**src/rtl/ir_key_pkg.sv**
```systemverilog
// Key codes and NEC command map shared by the IR key decoder.
// cmd_to_key() turns a command byte into a key code plus a "mapped" flag.
`timescale 1ns/1ps
package ir_key_pkg;

    typedef enum logic [3:0] {
        K0    = 4'd0,
        K1    = 4'd1,
        K2    = 4'd2,
        K3    = 4'd3,
        K4    = 4'd4,
        K5    = 4'd5,
        K6    = 4'd6,
        K7    = 4'd7,
        K8    = 4'd8,
        K9    = 4'd9,
        ENTER = 4'd10,
        CLEAR = 4'd11,
        UP    = 4'd12,
        DOWN  = 4'd13
    } key_t;

    localparam logic [7:0] CMD_0     = 8'h16;
    localparam logic [7:0] CMD_1     = 8'h0C;
    localparam logic [7:0] CMD_2     = 8'h18;
    localparam logic [7:0] CMD_3     = 8'h5E;
    localparam logic [7:0] CMD_4     = 8'h08;
    localparam logic [7:0] CMD_5     = 8'h1C;
    localparam logic [7:0] CMD_6     = 8'h5A;
    localparam logic [7:0] CMD_7     = 8'h42;
    localparam logic [7:0] CMD_8     = 8'h52;
    localparam logic [7:0] CMD_9     = 8'h4A;
    localparam logic [7:0] CMD_ENTER = 8'h43;
    localparam logic [7:0] CMD_CLEAR = 8'h09;
    localparam logic [7:0] CMD_UP    = 8'h47;
    localparam logic [7:0] CMD_DOWN  = 8'h45;

    function automatic void cmd_to_key(input logic [7:0] cmd, output key_t key, output logic mapped);
        key    = K0;
        mapped = 1'b1;
        case (cmd)
            CMD_0:     key = K0;
            CMD_1:     key = K1;
            CMD_2:     key = K2;
            CMD_3:     key = K3;
            CMD_4:     key = K4;
            CMD_5:     key = K5;
            CMD_6:     key = K6;
            CMD_7:     key = K7;
            CMD_8:     key = K8;
            CMD_9:     key = K9;
            CMD_ENTER: key = ENTER;
            CMD_CLEAR: key = CLEAR;
            CMD_UP:    key = UP;
            CMD_DOWN:  key = DOWN;
            default:   mapped = 1'b0;
        endcase
    endfunction

endpackage

```
**src/rtl/ir_key_decoder_ms_tick.sv**
```systemverilog
// Free-running millisecond prescaler: TICK pulses for one cycle every CLK_MHZ*1000 cycles.
`timescale 1ns/1ps
module ms_tick #(
    parameter int CLK_MHZ = 50
) (
    input  logic CLK,
    input  logic RST_N,
    output logic TICK
);

    localparam int CYCLES = CLK_MHZ * 1000;
    localparam int CNT_W  = (CYCLES > 1) ? $clog2(CYCLES) : 1;
    localparam logic [CNT_W-1:0] LAST = CNT_W'(CYCLES - 1);

    logic [CNT_W-1:0] count_reg;

    always_ff @(posedge CLK) begin
        if (!RST_N) begin
            count_reg <= '0;
        end else if (count_reg == LAST) begin
            count_reg <= '0;
        end else begin
            count_reg <= count_reg + CNT_W'(1);
        end
    end

    assign TICK = (count_reg == LAST);

endmodule

```
**src/rtl/ir_key_decoder.sv**
```systemverilog
// NEC frame to key-event decoder: capture stage, integrity/filter/map stage,
// auto-repeat holdoff FSM and a saturating reject counter.
`timescale 1ns/1ps
module ir_key_decoder
    import ir_key_pkg::*;
#(
    parameter int         CLK_MHZ    = 50,
    parameter int         HOLDOFF_MS = 200,
    parameter int         ADDR_CHECK = 1,
    parameter logic [7:0] ADDR       = 8'h00
) (
    input  logic        CLK,
    input  logic        RST_N,
    input  logic [31:0] IR_DATA,
    input  logic        IR_DATA_READY,
    input  logic [7:0]  IR_ERROR,
    output logic [3:0]  KEY,
    output logic        KEY_VALID,
    output logic        KEY_IS_DIGIT,
    output logic [7:0]  ERR_CNT
);

    localparam logic [0:0] ST_IDLE = 1'b0;
    localparam logic [0:0] ST_HOLD = 1'b1;
    localparam int HOLD_W = (HOLDOFF_MS > 0) ? $clog2(HOLDOFF_MS + 1) : 1;

    logic              tick;
    logic              s1_valid_reg;
    logic [31:0]       s1_data_reg;
    logic [7:0]        s1_err_reg;

    logic [0:0]        state_reg, state_next;
    logic [HOLD_W-1:0] hold_ms_reg, hold_ms_next;
    logic [3:0]        last_key_reg, last_key_next;

    logic [3:0]        key_reg;
    logic              key_valid_reg;
    logic              key_is_digit_reg;
    logic [7:0]        err_cnt_reg;

    logic [7:0]        f_addr, f_naddr, f_cmd, f_ncmd;
    key_t              frame_key;
    logic              frame_mapped;
    logic              frame_bad;
    logic              addr_ok;
    logic              accept;
    logic              emit;

    ms_tick #(.CLK_MHZ(CLK_MHZ)) u_ms_tick (
        .CLK   (CLK),
        .RST_N (RST_N),
        .TICK  (tick)
    );

    always_ff @(posedge CLK) begin
        if (!RST_N) begin
            s1_valid_reg <= 1'b0;
            s1_data_reg  <= '0;
            s1_err_reg   <= '0;
        end else begin
            s1_valid_reg <= IR_DATA_READY;
            if (IR_DATA_READY) begin
                s1_data_reg <= IR_DATA;
                s1_err_reg  <= IR_ERROR;
            end
        end
    end

    assign f_addr  = s1_data_reg[31:24];
    assign f_naddr = s1_data_reg[23:16];
    assign f_cmd   = s1_data_reg[15:8];
    assign f_ncmd  = s1_data_reg[7:0];

    always_comb begin
        frame_key    = K0;
        frame_mapped = 1'b0;
        cmd_to_key(f_cmd, frame_key, frame_mapped);
    end

    // Integrity failures are counted; address mismatch and unmapped commands are not.
    assign frame_bad = (s1_err_reg != 8'h00) ||
                       ((f_addr ^ f_naddr) != 8'hFF) ||
                       ((f_cmd ^ f_ncmd) != 8'hFF);
    assign addr_ok   = (ADDR_CHECK == 0) || (f_addr == ADDR);
    assign accept    = s1_valid_reg && !frame_bad && addr_ok && frame_mapped;
    assign emit      = accept && ((state_reg == ST_IDLE) || (4'(frame_key) != last_key_reg));

    // An accepted frame always reloads the holdoff, so it takes priority over a coincident tick.
    always_comb begin
        state_next    = state_reg;
        hold_ms_next  = hold_ms_reg;
        last_key_next = last_key_reg;
        if (accept) begin
            state_next    = ST_HOLD;
            hold_ms_next  = HOLD_W'(HOLDOFF_MS);
            last_key_next = 4'(frame_key);
        end else if (tick && (state_reg == ST_HOLD)) begin
            if (hold_ms_reg <= HOLD_W'(1)) begin
                state_next   = ST_IDLE;
                hold_ms_next = '0;
            end else begin
                hold_ms_next = hold_ms_reg - HOLD_W'(1);
            end
        end
    end

    always_ff @(posedge CLK) begin
        if (!RST_N) begin
            state_reg        <= ST_IDLE;
            hold_ms_reg      <= '0;
            last_key_reg     <= '0;
            key_reg          <= '0;
            key_valid_reg    <= 1'b0;
            key_is_digit_reg <= 1'b0;
            err_cnt_reg      <= '0;
        end else begin
            state_reg     <= state_next;
            hold_ms_reg   <= hold_ms_next;
            last_key_reg  <= last_key_next;
            key_valid_reg <= emit;
            if (emit) begin
                key_reg          <= 4'(frame_key);
                key_is_digit_reg <= (frame_key <= K9);
            end
            if (s1_valid_reg && frame_bad && (err_cnt_reg != 8'hFF)) begin
                err_cnt_reg <= err_cnt_reg + 8'd1;
            end
        end
    end

    assign KEY          = key_reg;
    assign KEY_VALID    = key_valid_reg;
    assign KEY_IS_DIGIT = key_is_digit_reg;
    assign ERR_CNT      = err_cnt_reg;

endmodule
```
**config.mk**
```make
export PLATFORM = sky130hd
export DESIGN_NAME = ir_key_decoder
export DESIGN_NICKNAME = d
export VERILOG_FILES = /design/src/rtl/ir_key_pkg.sv /design/src/rtl/ir_key_decoder_ms_tick.sv /design/src/rtl/ir_key_decoder.sv
export SDC_FILE = /design/constraint.sdc
export NUM_CORES = 1
export LEC_CHECK = 0
export CAP_MARGIN = 40
export CORE_UTILIZATION = 59
export CTS_BUF_LIST = sky130_fd_sc_hd__clkbuf_16
export CTS_CLUSTER_SIZE = 16
export DETAILED_ROUTE_END_ITERATION = 8
export GPL_ROUTABILITY_DRIVEN = 0
export PLACE_DENSITY_LB_ADDON = 0.15
export SYNTH_ARGS = -nofsm -noshare
export SYNTH_HDL_FRONTEND = slang
export SYNTH_SLANG_ARGS = --single-unit
```
**constraint.sdc**
```tcl
create_clock -name CLK -period 6.55 [get_ports CLK]
set_clock_uncertainty 0.05 [all_clocks]
set_input_delay 0.655 -clock CLK [delete_from_list [all_inputs] [get_ports CLK]]
set_output_delay 0.655 -clock CLK [all_outputs]
set_load 0.01 [all_outputs]
```
==> results.md <==
* Number of buffers inserted by hold repair at cts at 0
* Type of the worst setup path: flip-flop to flip-flop
* Top Metal Used: met4
* Final wirelength at 8.402 mm
* Global route overflow at 0
* Slew headroom at 51.15%
* CTS tree: built
* Share of layout cells above drive strength 1 at 5.128%
* GRT Total Usage at 24.91%
* Max reg flops at 32
* RSZ-0062 raised after global routing: false
* Area of the core at 6495 µm²
* Area growth syn-to-layout at 20.92%
* Number of routed nets with antenna violations at 0
* CP Max Fanout at 15
* Global-route wire length before repair at 14.50 mm
* Post-Syn Instances at 461
* Port Buf Inserts at 56
* Post-synthesis area per instance at 8.837 µm²
* Critical Path Sink Type: flip-flop
* Top FF cell, synth: dfxtp_1
* Final Hold Viols at 0
* Largest net degree at the start of global routing at 47
* Netlist cell types at 53
* Pleak at 1.972 nW
* Sequential area share after synthesis at 41.28%
* Post CTS Setup Buffer Count at 0
* Fin. max-slew vios at 0
* Clock tree buffer depth at 2
* Slew @ Worst Pin at 0.7271 ns
* CTS buffer count at 9
* Final net count at 550
* Worst vdd ir at 0.1850 mV
* F_max at 360.3 MHz
* DR WL/cell at 14.39 µm
* Met1 WL at 3.854 mm
* Synth warn at 0
* Syn_nets at 508
* Startpoint types: flip-flop
* Arrival time worst endpoint at 2.94 ns
* Die area at 7241 µm²
* Final setup viols at 0
* 1st-pass router iterations at 5
* Final TNS setup at 0 ns
* Outcome: finished clean
* H-Tree Level Count at 3
* Number of synthesized register bits at 84
* Max Cap Viol at 0
* Async SR Flop Fraction at 0%
* DRC Markers at 0
* Die Ht at 85.10 µm
* Final min period at 2.776 ns
* Post-synth EDFFs at 0
* Inserted Diodes at 0
* Post-layout util at 75.84%
* Initial antenna violation count at 0
* Filler cells at 477
* DR vias at 3,345
* Met3 WL at 326 µm
* Initial core utilization at 62.72%
* Dpl hpwl at 5.886 mm
* Pwr Density at 239.9 nW/µm²
* CTS resizes at 0
* CTS Sinks at 84
* Iter 0 DRT Violations at 178
* Multi-input logic area at 2221 µm²
* Vias in the first global route at 3,232
* Fin crit share at 42.38%
* Worst Path Required at 6.71 ns
* CTS root buf: clkbuf_16
* Register area at 1682 µm²
* Hold crit path type: flip-flop to flip-flop
* Metal2 WL at 4.071 mm
* Area of the mapped netlist at 4074 µm²
* # IOs at 57
* Die W at 85.10 µm
* Clk slew on worst S/H paths at 0.06 ns
* Skew-Pair Late Insertion Delay at 0.33 ns
* # rows at 29
* Drt via density at 5.728
[final cells by class]
cell class,count,share of cell area [%]
Multi-Input combinational cell,340,45.09
Tap cell,77,1.956
Clock inverter,6,1.651
Timing Repair Buffer,58,11.84
Sequential cell,84,34.14
Inverter,10,0.7620
Clock buffer,9,4.572
[path summary, 6_finish.rpt]
kind | start | to | slack, ns | cells after the start
worst max-delay path | s1_data_reg[11] | KEY[3] | 3.77 | 7
worst min register to register | KEY[2] | KEY[2] | 0.41 | 2
worst max register to register | s1_data_reg[11] | KEY[3] | 3.77 | 7
worst min-delay path | KEY[2] | KEY[2] | 0.41 | 2
[power breakdown]
| part | switching, mW | leakage (nW) | total [mW] | internal (mW) |
|---|---|---|---|---|
| logic | 0.0500 | 1.13 | 0.108 | 0.0580 |
| clock network | 0.194 | 0.152 | 0.522 | 0.329 |
| registers | 0.0228 | 0.686 | 0.551 | 0.528 |
[cell usage after synthesis, types with 3 or more instances]
cell | number | area, µm²
nand4_1 | 15 | 93.84
ha_1 | 4 | 50.05
xnor2_1 | 11 | 96.34
nor4b_1 | 4 | 35.03
nor4bb_1 | 5 | 50.05
a31oi_1 | 3 | 18.77
o21ai_0 | 13 | 65.06
clkbuf_1 | 11 | 41.29
or3_1 | 6 | 37.54
mux2i_1 | 49 | 490.5
nand3_1 | 8 | 40.04
buf_6 | 3 | 33.78
and2_1 | 4 | 25.02
nor4_1 | 7 | 43.79
xor2_1 | 29 | 254.0
nand2_1 | 28 | 105.1
inv_1 | 10 | 37.54
and3_1 | 8 | 50.05
buf_2 | 8 | 40.04
nor2_1 | 83 | 311.6
a21oi_1 | 11 | 55.05
nor3_1 | 15 | 75.07
buf_1 | 5 | 18.77
dfxtp_1 | 84 | 1682
[cell usage in the layout, fill, tap and decap left out, types with 11 or more instances in the layout]
| cell type | n |
|---|---|
| clkdlybuf4s50_1 | 55 |
| o21ai_0 | 13 |
| inv_1 | 11 |
| xor2_1 | 29 |
| nand4_1 | 15 |
| nor3_1 | 15 |
| dfxtp_1 | 84 |
| xnor2_1 | 11 |
| nand2_1 | 28 |
| a21oi_1 | 11 |
| mux2i_1 | 49 |
| nor2_1 | 83 |
[through the flow]
stage,worst slack (ns),area [µm²],hold WS (ns),power [mW],std cells
3_3_place_gp,3.932,4599,0.3952,0.6652,568
2_1_floorplan,4.103,4074,0.3795,0.6256,461
5_1_grt,3.460,4926,0.4366,1.225,584
6_report,3.774,4926,0.4076,1.182,584
4_1_cts,3.815,4926,0.4095,1.191,584
3_5_place_dp,3.828,4619,0.4013,0.6689,569
[critical path: stages (launching register included)]
cell and delay (ns):
dfxtp_1 0.61, nor4b_1 0.41, o21ai_0 0.19, o22ai_1 0.28
mux2_2 0.39, nor4_2 0.46, nor2b_4 0.12, mux2i_1 0.14
[kinds of logic (layout without fill, tap and decap cells)]
| kind of cell | after synthesis | in the layout | synth area share [%] |
|---|---|---|---|
| simple gates | 202 | 202 | 25.61 |
| flops | 84 | 84 | 41.28 |
| mux | 50 | 50 | 12.32 |
| compound gates | 44 | 44 | 6.757 |
| xor+xnor | 40 | 40 | 8.599 |
| buf+inv | 37 | 83 | 4.208 |
| fa+ha+maj | 4 | 4 | 1.229 |
[per-layer routing]
metal | vias up | GRT usage, %
met3 | 17 | 5.739
met4 | 0 | 9.861
met1 | 1552 | 30.67
met5 | - | 0
met2 | 85 | 42.23
li1 | 1691 | -
(Power assumes the default switching activity.)
